--- config.mk ---
export PLATFORM = sky130hd
export DESIGN_NAME = exe_muldiv_flat
export DESIGN_NICKNAME = d
export VERILOG_FILES = /design/src/rtl/muldiv_pkg.sv /design/src/rtl/muldiv_if.sv /design/src/rtl/muldiv_divstep.sv /design/src/rtl/exe_muldiv.sv /design/src/flat_wrapper.sv
export SDC_FILE = /design/constraint.sdc
export NUM_CORES = 1
export LEC_CHECK = 0
export ABC_AREA = 1
export BUFFER_PORTS_ARGS = -buffer_cell sky130_fd_sc_hd__buf_4
export CAP_MARGIN = 30
export CORE_UTILIZATION = 30
export CTS_BUF_LIST = sky130_fd_sc_hd__clkbuf_8
export DETAILED_ROUTE_END_ITERATION = 8
export PLACE_DENSITY = 0.43
export SETUP_SLACK_MARGIN = 0.2
export SYNTH_ARGS = -nofsm -noshare
export SYNTH_HDL_FRONTEND = slang
export SYNTH_HIERARCHICAL = 1
export SYNTH_SLANG_ARGS = --single-unit
--- constraint.sdc ---
create_clock -name clk -period 3.2 [get_ports clk]
set_clock_uncertainty 0.05 [all_clocks]
set_input_delay 0.64 -clock clk [delete_from_list [all_inputs] [get_ports clk]]
set_output_delay 0.64 -clock clk [all_outputs]
set_load 0.02 [all_outputs]
--- src/rtl/muldiv_pkg.sv ---
`default_nettype none
// ============================================================================
//  Module      : muldiv_pkg
//  Description : Shared constants for the EXE-stage multiply/divide unit.
//                These are the operation encodings, the FSM state encodings
//                and the default operand width.
//  Ports       : none (package)
//  Revision    : 1.0  initial release
// ============================================================================
package muldiv_pkg;

  localparam int WIDTH_DEF = 32;

  // Operation encoding. op[1] selects divide; op[0] selects unsigned.
  localparam logic [1:0] OP_MULT  = 2'b00;
  localparam logic [1:0] OP_MULTU = 2'b01;
  localparam logic [1:0] OP_DIV   = 2'b10;
  localparam logic [1:0] OP_DIVU  = 2'b11;

  // FSM state encoding
  localparam logic [1:0] ST_IDLE = 2'd0;
  localparam logic [1:0] ST_CALC = 2'd1;
  localparam logic [1:0] ST_FIX  = 2'd2;

endpackage
`default_nettype wire

--- src/rtl/muldiv_if.sv ---
`default_nettype none
// ============================================================================
//  Module      : muldiv_if
//  Description : Pipeline-side interface of the multiply/divide unit.
//  Ports       : master = pipeline (drives start/op/operands/flush/
//                hilo_rd/wr_hi/wr_lo/wr_data; reads hi/lo/busy/done/stall)
//                slave  = exe_muldiv (the reverse direction)
//  Revision    : 1.0  initial release
// ============================================================================
interface muldiv_if #(
  parameter int WIDTH = muldiv_pkg::WIDTH_DEF
);
  logic             start;
  logic [1:0]       op;
  logic [WIDTH-1:0] src_a;
  logic [WIDTH-1:0] src_b;
  logic             flush;
  logic             hilo_rd;
  logic             wr_hi;
  logic             wr_lo;
  logic [WIDTH-1:0] wr_data;
  logic [WIDTH-1:0] hi;
  logic [WIDTH-1:0] lo;
  logic             busy;
  logic             done;
  logic             stall;

  modport master (
    output start, op, src_a, src_b, flush, hilo_rd, wr_hi, wr_lo, wr_data,
    input  hi, lo, busy, done, stall
  );

  modport slave (
    input  start, op, src_a, src_b, flush, hilo_rd, wr_hi, wr_lo, wr_data,
    output hi, lo, busy, done, stall
  );
endinterface
`default_nettype wire

--- src/rtl/muldiv_divstep.sv ---
`default_nettype none
// ============================================================================
//  Module      : muldiv_divstep
//  Description : One combinational restoring-division step. The remainder
//                is shifted left with the next dividend bit, and the divisor
//                is subtracted when it fits.
//  Ports       : rem      in  WIDTH  current partial remainder (< divisor)
//                dvd_bit  in  1      next dividend bit (MSB first)
//                divisor  in  WIDTH  divisor
//                rem_next out WIDTH  next partial remainder
//                q_bit    out 1      quotient bit produced by this step
//  Revision    : 1.0  initial release
// ============================================================================
module muldiv_divstep #(
  parameter int WIDTH = 32
) (
  input  logic [WIDTH-1:0] rem,
  input  logic             dvd_bit,
  input  logic [WIDTH-1:0] divisor,
  output logic [WIDTH-1:0] rem_next,
  output logic             q_bit
);
  logic [WIDTH:0]   shifted;
  logic [WIDTH-1:0] diff;

  assign shifted  = {rem, dvd_bit};
  assign q_bit    = (shifted >= {1'b0, divisor});
  // When the subtraction succeeds the true difference is below divisor,
  // so the low WIDTH bits of the wrapped difference are exact.
  assign diff     = shifted[WIDTH-1:0] - divisor;
  assign rem_next = q_bit ? diff : shifted[WIDTH-1:0];
endmodule
`default_nettype wire

--- src/rtl/exe_muldiv.sv ---
`default_nettype none
// ============================================================================
//  Module      : exe_muldiv
//  Description : Multi-cycle MULT/MULTU/DIV/DIVU unit that holds HI/LO.
//                The unit works on operand magnitudes for ITER cycles, and a
//                FIX cycle then applies signs and writes HI/LO. Stall
//                freezes upstream HI/LO users while the unit is busy.
//                Optional macro MULDIV_FAST_MUL_EN: multiplies complete in
//                one cycle (IDLE -> FIX); divides remain iterative.
//  Ports       : clk  in  clock (rising edge)
//                rst  in  asynchronous active-low reset
//                bus  slave modport of muldiv_if (see muldiv_if.sv)
//  Revision    : 1.0  initial release
// ============================================================================
module exe_muldiv
  import muldiv_pkg::*;
#(
  parameter int WIDTH = WIDTH_DEF,
  parameter int ITER  = WIDTH
) (
  input  logic     clk,
  input  logic     rst,
  muldiv_if.slave  bus
);
  localparam int CW = (ITER > 1) ? $clog2(ITER) : 1;

  logic [1:0]         state;
  logic [CW-1:0]      cnt;
  logic [1:0]         op_q;
  logic [2*WIDTH-1:0] acc;      // {remainder/upper, quotient/lower}
  logic [WIDTH-1:0]   b_mag;    // multiplicand or divisor magnitude
  logic [WIDTH-1:0]   a_raw;    // raw dividend, kept for divide-by-zero
  logic               neg_q;    // operand signs differ (signed ops)
  logic [WIDTH-1:0]   hi_val;
  logic [WIDTH-1:0]   lo_val;
  logic               busy_q;
  logic               done_q;

  // ---- operand conditioning at issue ----
  logic             in_signed, a_neg, b_neg;
  logic [WIDTH-1:0] a_mag_in, b_mag_in;

  assign in_signed = ~bus.op[0];
  assign a_neg     = in_signed & bus.src_a[WIDTH-1];
  assign b_neg     = in_signed & bus.src_b[WIDTH-1];
  assign a_mag_in  = a_neg ? -bus.src_a : bus.src_a;
  assign b_mag_in  = b_neg ? -bus.src_b : bus.src_b;

  // ---- iteration datapath ----
  logic [WIDTH:0]     mul_sum;
  logic [2*WIDTH-1:0] mul_next, div_next;
  logic [WIDTH-1:0]   rem_next;
  logic               q_bit;

  // Shift-add: add the multiplicand to the upper half when the LSB is set,
  // then shift the whole accumulator right, carry included.
  assign mul_sum  = {1'b0, acc[2*WIDTH-1:WIDTH]} +
                    {1'b0, (acc[0] ? b_mag : {WIDTH{1'b0}})};
  assign mul_next = {mul_sum, acc[WIDTH-1:1]};

  muldiv_divstep #(.WIDTH(WIDTH)) u_divstep (
    .rem      (acc[2*WIDTH-1:WIDTH]),
    .dvd_bit  (acc[WIDTH-1]),
    .divisor  (b_mag),
    .rem_next (rem_next),
    .q_bit    (q_bit)
  );
  assign div_next = {rem_next, acc[WIDTH-2:0], q_bit};

  // ---- sign fixup / final result ----
  logic               q_signed;
  logic [2*WIDTH-1:0] prod_fix;
  logic [WIDTH-1:0]   fix_hi, fix_lo;

  assign q_signed = ~op_q[0];
  assign prod_fix = (q_signed & neg_q) ? -acc : acc;

  always_comb begin
    fix_hi = prod_fix[2*WIDTH-1:WIDTH];
    fix_lo = prod_fix[WIDTH-1:0];
    if (op_q[1]) begin
      if (b_mag == {WIDTH{1'b0}}) begin
        fix_lo = {WIDTH{1'b1}};
        fix_hi = a_raw;
      end else begin
        fix_lo = (q_signed & neg_q) ? -acc[WIDTH-1:0] : acc[WIDTH-1:0];
        fix_hi = (q_signed & a_raw[WIDTH-1]) ? -acc[2*WIDTH-1:WIDTH]
                                              : acc[2*WIDTH-1:WIDTH];
      end
    end
  end

`ifdef MULDIV_FAST_MUL_EN
  logic [2*WIDTH-1:0] fast_prod;
  assign fast_prod = {{WIDTH{1'b0}}, a_mag_in} * {{WIDTH{1'b0}}, b_mag_in};
`endif

  // ---- control ----
  always_ff @(posedge clk or negedge rst) begin
    if (!rst) begin
      state  <= ST_IDLE;
      cnt    <= '0;
      op_q   <= OP_MULT;
      acc    <= '0;
      b_mag  <= '0;
      a_raw  <= '0;
      neg_q  <= 1'b0;
      hi_val <= '0;
      lo_val <= '0;
      busy_q <= 1'b0;
      done_q <= 1'b0;
    end else begin
      done_q <= 1'b0;
      case (state)
        ST_IDLE: begin
          if (bus.wr_hi) hi_val <= bus.wr_data;
          if (bus.wr_lo) lo_val <= bus.wr_data;
          if (bus.start && !bus.flush) begin
            op_q   <= bus.op;
            a_raw  <= bus.src_a;
            b_mag  <= b_mag_in;
            neg_q  <= a_neg ^ b_neg;
            cnt    <= '0;
            busy_q <= 1'b1;
`ifdef MULDIV_FAST_MUL_EN
            if (!bus.op[1]) begin
              acc   <= fast_prod;
              state <= ST_FIX;
            end else begin
              acc   <= {{WIDTH{1'b0}}, a_mag_in};
              state <= ST_CALC;
            end
`else
            acc   <= {{WIDTH{1'b0}}, a_mag_in};
            state <= ST_CALC;
`endif
          end
        end
        ST_CALC: begin
          if (bus.flush) begin
            state  <= ST_IDLE;
            busy_q <= 1'b0;
          end else begin
            acc <= op_q[1] ? div_next : mul_next;
            cnt <= cnt + 1'b1;
            if (cnt == CW'(ITER - 1)) state <= ST_FIX;
          end
        end
        ST_FIX: begin
          state  <= ST_IDLE;
          busy_q <= 1'b0;
          if (!bus.flush) begin
            hi_val <= fix_hi;
            lo_val <= fix_lo;
            done_q <= 1'b1;
          end
        end
        default: begin
          state  <= ST_IDLE;
          busy_q <= 1'b0;
        end
      endcase
    end
  end

  assign bus.hi    = hi_val;
  assign bus.lo    = lo_val;
  assign bus.busy  = busy_q;
  assign bus.done  = done_q;
  assign bus.stall = busy_q & (bus.start | bus.hilo_rd | bus.wr_hi | bus.wr_lo);

endmodule
`default_nettype wire

--- src/flat_wrapper.sv ---
// flat-port wrapper written by rule: the top's interface ports become plain ports
module exe_muldiv_flat import muldiv_pkg::*;
#(
  parameter int WIDTH = WIDTH_DEF,
  parameter int ITER  = WIDTH
)
  (clk, rst, bus_start, bus_op, bus_src_a, bus_src_b, bus_flush, bus_hilo_rd, bus_wr_hi, bus_wr_lo, bus_wr_data, bus_hi, bus_lo, bus_busy, bus_done, bus_stall);
  muldiv_if #(.WIDTH(WIDTH)) bus_i ();
  input  logic clk;
  input  logic rst;
  input wire logic [$bits(bus_i.start)-1:0] bus_start;
  input wire logic [$bits(bus_i.op)-1:0] bus_op;
  input wire logic [$bits(bus_i.src_a)-1:0] bus_src_a;
  input wire logic [$bits(bus_i.src_b)-1:0] bus_src_b;
  input wire logic [$bits(bus_i.flush)-1:0] bus_flush;
  input wire logic [$bits(bus_i.hilo_rd)-1:0] bus_hilo_rd;
  input wire logic [$bits(bus_i.wr_hi)-1:0] bus_wr_hi;
  input wire logic [$bits(bus_i.wr_lo)-1:0] bus_wr_lo;
  input wire logic [$bits(bus_i.wr_data)-1:0] bus_wr_data;
  output wire logic [$bits(bus_i.hi)-1:0] bus_hi;
  output wire logic [$bits(bus_i.lo)-1:0] bus_lo;
  output wire logic [$bits(bus_i.busy)-1:0] bus_busy;
  output wire logic [$bits(bus_i.done)-1:0] bus_done;
  output wire logic [$bits(bus_i.stall)-1:0] bus_stall;
  assign bus_i.start = bus_start;
  assign bus_i.op = bus_op;
  assign bus_i.src_a = bus_src_a;
  assign bus_i.src_b = bus_src_b;
  assign bus_i.flush = bus_flush;
  assign bus_i.hilo_rd = bus_hilo_rd;
  assign bus_i.wr_hi = bus_wr_hi;
  assign bus_i.wr_lo = bus_wr_lo;
  assign bus_i.wr_data = bus_wr_data;
  assign bus_hi = bus_i.hi;
  assign bus_lo = bus_i.lo;
  assign bus_busy = bus_i.busy;
  assign bus_done = bus_i.done;
  assign bus_stall = bus_i.stall;
  exe_muldiv #(.WIDTH(WIDTH), .ITER(ITER)) u_core (.clk(clk), .rst(rst), .bus(bus_i));
endmodule
* Word level (Yosys, flattened, before mapping) *
Index checks and enable logic that the tools add are counted.
Widths: inputs -> output; s select.

operators by class
  $add $sub $neg = 8
  $lt $le $gt $ge = 1
  equal/unequal tests = 10
  muxes and demuxes = 33
  bitwise logic cells = 11
  reduce and logical (&&, ||, !) cells = 12

operators with widths
  operator             number
  $mux 32              14
  $mux 64              4
  $neg 32->32          4
  $pmux 32 s2          2
  $pmux 64 s2          1
  $neg 64->64          1
  $add 32x32->33       1
  $ge 33x32->1         1
  $logic_not 32->1     1
  $sub 32x32->32       1
  $mux 5               2
  $ne 2x2->1 const B   5
  $pmux 5 s2           1
  $reduce_and 3->1     3
  $mux 2               3
  $reduce_and 2->1     3
  $add 5x1->5 const B  1
  $and 1x1->1          5
  $eq 5x5->1 const B   1
  $mux 1               4
  $pmux 2 s2           1
  $reduce_bool 2->1    2
  $ne 3x2->1 const B   1
  $or 1x1->1           3
  other kinds (9)      10

word-level totals
  bits in registers = 204
  input bits = 105
  output and inout bits = 67
  word-level logic and storage cells = 86

* Longest topological paths before layout *
Gate-level depths: netlist of the first run.

  depth in word-level cells = 7
  mapped depth = 20
  mapped depth without buffers = 18

* Cells and area by module *
Netlist of the first run, hierarchy kept.

by module, submodules not included
  module          instances  cells each  area an instance (um^2)  seq. area each (um^2)
  exe_muldiv      1          2645        16261.8                  5104.9
  muldiv_divstep  1          647         3160.5                   0.0

* Worst setup path after synthesis of the first run *
OpenSTA, ideal clock, no wires.

  path type = reg-to-reg
  start = register u_core.acc[0]
  end = register u_core.acc[59]
  setup time = 116 ps
  arrival = 2191 ps
  data required time = 3034 ps
  setup slack = 842 ps
  stages on the path, launching flop included = 19
  path buffers = 2
  clock period less this slack = 2358 ps
  path through = dfrtp_1 > buf_2 > clkbuf_1 > nand2_1 > inv_1 > ha_1 > fa_1 > nand3_1 > nand2_1 > nand2_1 > nand2_1 > nand3_1 > nand2_1 > nand3_1 > nand2_1 > nand2_1 > nand3_1 > nand2_1 > nand2_1

between the ends
  cells in the longest elaborated chain, start to end = 5

ends and longest elaborated chain
  what                    RTL line           source
  from (decl)             exe_muldiv.sv:30   logic [2*WIDTH-1:0] acc;
  from (signal assigned)  exe_muldiv.sv:134  acc <= {{WIDTH{1'b0}}, a_mag_in};
  from (signal assigned)  exe_muldiv.sv:144  acc <= op_q[1] ? div_next : mul_next;
  $mux 32                 exe_muldiv.sv:58   {1'b0, (acc[0] ? b_mag : {WIDTH{1'b0}})};
  $add 32x32->33          exe_muldiv.sv:57   assign mul_sum = {1'b0, acc[2*WIDTH-1:WIDTH]} +
  $mux 64                 exe_muldiv.sv:144
  $mux 64                 exe_muldiv.sv:140  if (bus.flush) begin
  $pmux 64 s2             exe_muldiv.sv:114  case (state)

Every way passes these cells. The select of a mux whose other input is x is not followed.
A chain may end at the register's enable or synchronous reset.

* Worst setup path in the final report of the first run *
  start = register u_core.acc[0]
  end = register u_core.lo_val[29], in the netlist u_core/bus.lo[29]

between the ends
  cells in the longest elaborated chain, start to end = 6
  elaborated cells on any way between the ends = 8
  classes of those cells = 2 x add/sub; 6 x mux

ends and longest elaborated chain
  what                  RTL line           source
  $neg 32->32           exe_muldiv.sv:86   fix_lo = (q_signed & neg_q) ? -acc[WIDTH-1:0] : acc[WIDTH-1:0];
  $mux 32               exe_muldiv.sv:86
  $mux 32               exe_muldiv.sv:82   if (b_mag == {WIDTH{1'b0}}) begin
  $mux 32 (*)           exe_muldiv.sv:81   if (op_q[1]) begin
  $mux 32 (*)           exe_muldiv.sv:152  if (!bus.flush) begin
  $pmux 32 s2 (*)       exe_muldiv.sv:114
  to (signal assigned)  exe_muldiv.sv:117  if (bus.wr_lo) lo_val <= bus.wr_data;
  to (signal assigned)  exe_muldiv.sv:154  lo_val <= fix_lo;
  to (decl)             exe_muldiv.sv:35   logic [WIDTH-1:0] lo_val;

Every way passes the cells marked *; elsewhere a longest branch is shown, timed or not. The select of a mux whose other input is x is not followed.

==> results.py, run 1 <==
metrics = {
    "sta": {
        "rsz0062_at_grt": "false",
        "finalMaxSlewViolations": 0,
        "hold_viol": 0,
        "finalCritPeriodShare_pct": 90.6,
        "setup_viol": 0,
        "layout_setup_ws_ns": 0.302,
        "worst_pin_slew_ns": 0.848,
        "slew_headroom_pct": 43.5,
        "fmax_mhz": 345,
        "min_period_ns": 2.90,
    },
    "power": {
        "power_uw": 26400,
        "powerDensity_nw_per_um2": 1140,
        "max-vdd-ir-drop_v": 0.000521,
        "power_leakage_uw": 0.0118,
    },
    "yosys": {
        "synthFlopType": "dfrtp_1",
        "yosys.area_share.adder_pct": 4.72,
        "synthDistinctLibCells": 46,
        "synthMuxAreaShare_pct": 0,
        "ys_seq_area_share_pct": 26.3,
        "synth_area_um2": 19400,
        "async_flop_share_pct": 100,
        "syn_nets": 3469,
        "netlist_instances": 3292,
        "synth.ff_latch_count": 204,
        "synth_edf_count": 0,
        "synth_xor_area_share_pct": 3.61,
        "synth-simple-area-share_pct": 39.8,
        "avgSynthCellArea_um2": 5.90,
        "yosys_warnings": 6,
        "synth_top_family_by_area": "simple AND/OR/NAND/NOR gates",
        "synth_compound_gate_area_share_pct": 15.2,
    },
    "place": {
        "place_area_um2": 21900,
        "port_buffers": 171,
        "place.gp.congestion": 0.959,
        "dp_hpwl_um": 75400,
        "place_ws_ns": 0.0126,
    },
    "routing": {
        "wire_per_inst_um": 21.8,
        "wirelength_um": 95400,
        "route.met2.wl_um": 37700,
        "highest_layer": "met5",
        "wl_met3_um": 7690,
        "postRouteAntennaNets": 0,
        "drc": 0,
        "dr_total_vias": 22600,
        "met1_length_um": 47800,
        "drt_iter0_drc": 1990,
        "vias_per_cell": 5.18,
        "drtPass1Iterations": 5,
    },
    "final_layout": {
        "nFillCells": 7227,
        "layout.nets": 3665,
        "layout_commonest_cell": "nand2_1",
        "post-route-cell-area_um2": 23100,
        "mostFrequentLayoutCells": "nand2_1, nor2_1, inv_1, nand3_1, buf_4",
        "drive_gt1_share_pct": 12.0,
        "syn_to_final_growth_pct": 19.0,
    },
    "floorplan": {
        "core_um2": 63500,
        "pin_count": 172,
        "die_x_um": 256,
        "die_h_um": 256,
        "dieArea_um2": 65800,
        "start_util_pct": 30.6,
        "placementRows": 92,
    },
    "worst_setup_path": {
        "r2r_end": "u_core/bus.lo[29]",
        "critPathMaxStageDelay_ns": 0.57,
        "crit_arrival_ns": 3.38,
        "reg2reg_depth": 12,
        "path_cells": "buf_4, inv_2, nand2_1, nor2_2, nor2_1, nor2_4, nand2_1, inv_1, nor2_1, o21ai_0, buf_4, a21oi_1",
        "cp.required_ns": 3.68,
        "startpoint_type": "register",
        "reg2reg_slack_ns": 0.30,
        "cp.buffers_inverters": 4,
        "r2r-start": "u_core/acc[0]",
        "cp_slowest_cell": "o21ai_0",
        "cp_top_family": "simple AND/OR/NAND/NOR gates",
        "crit_path_end_kind": "register",
        "critPathMaxFanout": 10,
        "crit_type": "reg -> reg",
    },
    "clock_tree": {
        "htreeDepth": 2,
        "cts_made_buffers": 46,
        "clock-sinks": 204,
        "cts-root-buf": "clkbuf_8",
        "clkTransAtPathRegs_ns": 0.06,
        "insertion_delay_ns": 0.67,
        "cts_tree": "built",
        "cts.path.max_buffers": 3,
    },
    "grt": {
        "grt_max_degree": 117,
        "grt.total_usage_pct": 28.4,
        "grt_pass1_vias": 21300,
        "grt_overflow": 0,
        "grt_pass1_wl_um": 140000,
        "antenna_found_initial": 6,
    },
    "worst_hold_path": {
        "hold_end": "u_core/op_q[1]",
        "min_path_type": "in -> reg",
        "hold_depth": 3,
        "min_from": "bus_op[1]",
    },
    "run": {
        "cap_violations": 0,
    },
    "run_status": {
        "status": "finished, final reports clean",
    },
}
kinds of logic after synthesis:
logic type                 count (synthesis)
xor gates and xnor gates                  80
adders and majority gates                 72
buffers and inverters                    513
AOI/OAI and AO/OA                        559
DFF                                      204
and+or+nand+nor                         1864
Yosys cell counts, drive strengths merged, types with 11 or more instances:
| library cell | instances | area share, % |
|---|---|---|
| nand2 | 1001 | 20 |
| nor2 | 498 | 10 |
| inv | 400 | 7.7 |
| nand3 | 270 | 7.2 |
| a21oi | 249 | 6.4 |
| o21ai | 238 | 6.2 |
| dfrtp | 204 | 26 |
| ha | 70 | 4.5 |
| xor2 | 69 | 3.1 |
| clkbuf | 61 | 1.2 |
| buf | 52 | 1.5 |
| nor3 | 39 | 1.1 |
| nand4 | 24 | 0.77 |
| a22oi | 14 | 0.54 |
| a31oi | 14 | 0.45 |
| nand3b | 13 | 0.50 |
| o22ai | 11 | 0.35 |
| xnor2 | 11 | 0.50 |
worst register-to-register path, cell delays in order (launching register included):
cell     delay (ns)
dfrtp_2        0.50
buf_4          0.19
inv_2          0.10
nand2_1        0.13
nor2_2         0.22
nor2_1         0.12
nor2_4         0.25
nand2_1        0.16
inv_1          0.15
nor2_1         0.05
o21ai_0        0.57
buf_4          0.24
a21oi_1        0.06
stage by stage:
| step | utilization, % | TNS, ns | cells | hold slack (ns) |
|---|---|---|---|---|
| after global routing | 36.4 | 0 | 4366 | 0.170 |
| after detailed placement | 34.5 | 0 | 4276 | 0.424 |
| after global placement | 34.5 | -0.0644 | 4276 | 0.418 |
| final | 36.4 | 0 | 4367 | 0.190 |
| after floorplan | - | 0 | 3292 | 0.294 |
| after CTS | 36.2 | 0 | 4363 | 0.149 |
what timing repair did:
item                                   CTS  global route
setup buffers                            6             2
cloned                                   1             0
setup endpoints to repair               10            34
hold buffers                             1             0
pin swaps                                2             0
endpoints found under the hold margin   60             0
gates resized for setup                 11            37
power by group:
group	internal, µW	switching, µW
logic	5690	12300
clock network	1640	1420
registers	3800	1550
total	11100	15300
registers in the layout, indices dropped and copies added, names as in the netlist:
| register | flops |
|---|---|
| u_core/a_raw | 32 |
| u_core/acc | 64 |
| u_core/b_mag | 32 |
| u_core/bus.busy | 1 |
| u_core/bus.done | 1 |
| u_core/bus.hi | 32 |
| u_core/bus.lo | 32 |
| u_core/cnt | 5 |
| u_core/neg_q | 1 |
| u_core/op_q | 2 |
| u_core/state | 2 |
area by class of cell:
| cell class | instances | area [µm²] | area share, % |
|---|---|---|---|
| clock buffer | 55 | 757 | 3.28 |
| antenna | 2 | 5.00 | 0.0217 |
| inverter | 400 | 1500 | 6.50 |
| multi-input combinational | 2576 | 12400 | 53.6 |
| timing repair buffer | 260 | 2100 | 9.09 |
| clock inverter | 24 | 155 | 0.672 |
| sequential | 204 | 5130 | 22.2 |
| tap | 846 | 1060 | 4.58 |
how the worst max path moves through the flow:
| stage | start | to | cells past startpoint |
|---|---|---|---|
| after detailed placement | u_core/acc[33] | u_core/acc[63] | 15 |
| after floorplan | u_core/acc[0] | u_core/acc[59] | 18 |
| final | u_core/acc[0] | u_core/bus.lo[29] | 12 |
| after global routing | u_core/b_mag[13] | u_core/acc[63] | 17 |
| after CTS | u_core/b_mag[6] | u_core/acc[63] | 18 |
| after global placement | u_core/b_mag[21] | u_core/acc[63] | 14 |
routing by layer:
metal,track usage (%),vias to the layer above
met5,0,-
met1,44.1,10700
met2,39.2,867
met4,7.21,4
li1,-,10900
met3,5.57,118
Note: power is estimated with default switching activity, not from simulation.
==> inputs of run 2 (changes only) <==
Settings changed: MAX_ROUTING_LAYER from default to met4.
==> results.py, run 2 (same netlist as run 1, synthesis figures left out) <==
metrics = {
    "run_status": {
        "status": "finished, violations left",
        "violations": "hold timing",
    },
    "worst_setup_path": {
        "cp_slowest_cell": "dfrtp_1",
        "reg2reg_slack_ns": 0.35,
        "crit_path_end_kind": "register",
        "critPathMaxFanout": 7,
        "cp.required_ns": 3.69,
        "cp_top_family": "simple AND/OR/NAND/NOR gates",
        "cp.depth": 11,
        "r2r_end": "u_core/bus.hi[12]",
        "reg2reg_depth": 11,
        "crit_arrival_ns": 3.34,
        "crit_type": "reg -> reg",
        "startpoint_type": "register",
        "endpoint": "u_core/bus.hi[12]",
        "critPathMaxStageDelay_ns": 0.57,
        "cp.buffers_inverters": 2,
        "cp-startpoint": "u_core/acc[33]",
        "path_cells": "inv_1, ha_1, nand2_1, nor2_2, inv_1, o21ai_2, xor2_1, nand2_1, nand3_1, nand2_1, a21oi_1",
        "r2r-start": "u_core/acc[33]",
        "crit_top_cell": "nand2_1",
    },
    "sta": {
        "whs_ns": -0.0127,
        "min_period_ns": 2.85,
        "layout_setup_ws_ns": 0.354,
        "rsz0062_at_grt": "true",
        "slew_headroom_pct": 41.0,
        "worst_pin_slew_ns": 0.885,
        "hold_viol": 2,
        "finalCritPeriodShare_pct": 88.9,
        "setup_viol": 0,
        "setup_tns_ns": 0,
        "fmax_mhz": 351,
        "finalMaxSlewViolations": 0,
    },
    "final_layout": {
        "largest_reg_flops": 64,
        "top_register": "u_core/acc",
        "syn_to_final_growth_pct": 19.2,
        "layout.nets": 3681,
        "mostFrequentLayoutCells": "nand2_1, nor2_1, inv_1, buf_4, nand3_1",
        "layout_commonest_cell": "nand2_1",
        "drive_gt1_share_pct": 12.4,
    },
    "clock_tree": {
        "cts-root-buf": "clkbuf_8",
        "cts.path.max_buffers": 3,
        "clock-sinks": 204,
        "cts_tree": "built",
        "cts_made_buffers": 44,
        "htreeDepth": 2,
        "clkTransAtPathRegs_ns": 0.06,
        "insertion_delay_ns": 0.64,
    },
    "grt": {
        "antenna_found_initial": 2,
        "grt_max_degree": 117,
        "grt.total_usage_pct": 29.8,
        "grt_overflow": 0,
        "grt_pass1_vias": 21300,
        "grt_pass1_wl_um": 143000,
    },
    "run": {
        "cap_violations": 0,
    },
    "place": {
        "port_buffers": 171,
        "place_ws_ns": 0.0822,
        "dp_hpwl_um": 77100,
        "place.gp.congestion": 1.01,
    },
    "routing": {
        "dr_total_vias": 22800,
        "drt_iter0_drc": 2356,
        "met1_length_um": 49600,
        "drtPass1Iterations": 8,
        "wirelength_um": 96600,
        "route.met2.wl_um": 38800,
        "postRouteAntennaNets": 0,
        "vias_per_cell": 5.20,
        "highest_layer": "met4",
        "drc": 0,
        "wire_per_inst_um": 22.0,
        "wl_met3_um": 6970,
    },
    "power": {
        "power_leakage_uw": 0.0119,
        "powerDensity_nw_per_um2": 1140,
        "power_uw": 26500,
        "max-vdd-ir-drop_v": 0.000708,
    },
    "floorplan": {
        "placementRows": 92,
        "dieArea_um2": 65800,
        "start_util_pct": 30.6,
        "pin_count": 172,
        "core_um2": 63500,
        "die_x_um": 256,
        "die_h_um": 256,
    },
    "worst_hold_path": {
        "min_path_type": "in -> async",
    },
}
==> run 2: cell count changes in the layout (fill, tap and decap cells not counted), sizes merged <==
cell         before   now
buf             259   279
clkbuf           55    51
clkinvlp          2     4
inv             417   415
clkinv            4     5
diode             2     1
dlygate4sd3       1     0
nand2          1002  1001
==> run 2: area by class of cell <==
| type | instances | area (µm²) |
|---|---|---|
| Clock buffer | 51 | 702 |
| Timing Repair Buffer | 279 | 2220 |
| Clock inverter | 25 | 153 |
| Inverter | 400 | 1500 |
| Tap cell | 846 | 1060 |
| Antenna cell | 1 | 2.50 |
| Sequential cell | 204 | 5130 |
| Multi-Input combinational cell | 2575 | 12400 |
| Fill cell | 7230 | 40400 |
==> run 2: worst min-delay path by stage <==
stage / start / to / slack, ns / depth (start not counted)
2_1_floorplan: rst / u_core/a_raw[0] / 0.29 / 0
3_3_place_gp: u_core/neg_q / u_core/neg_q / 0.42 / 2
3_5_place_dp: u_core/a_raw[29] / u_core/a_raw[29] / 0.42 / 2
4_1_cts: rst / u_core/b_mag[0] / 0.04 / 1
5_1_grt: rst / u_core/b_mag[7] / 0.03 / 1
6_report: rst / u_core/b_mag[7] / -0.01 / 1
==> run 2: layer usage <==
layer	track usage [%]	up-vias
met1	46.2	10900
met2	40.7	879
met5	-	-
met4	4.96	0
met3	3.64	69
li1	-	11000
==> run 2: power breakdown <==
group | internal (µW) | leakage, µW | switching, µW | total (µW)
logic | 5790 | 0.00898 | 12600 | 18400
clock network | 1530 | 0.000484 | 1370 | 2900
registers | 3800 | 0.00241 | 1420 | 5220
==> run 2: through the flow <==
stage	util [%]	hold WS [ns]	cell area, µm²	cells
floorplan	-	0.294	19400	3292
global placement	34.7	0.423	22100	4292
detailed placement	34.7	0.424	22100	4292
CTS	36.1	0.0426	22900	4368
global route	36.4	0.0313	23200	4381
finish	36.4	-0.0127	23200	4381
==> run 2: timing repair <==
item	CTS	global route
resized for setup	3	42
hold endpoints to repair	0	0
pin swaps	0	2
hold buffers	0	0
buffers inserted	0	12
endpoints found under the setup margin	8	32
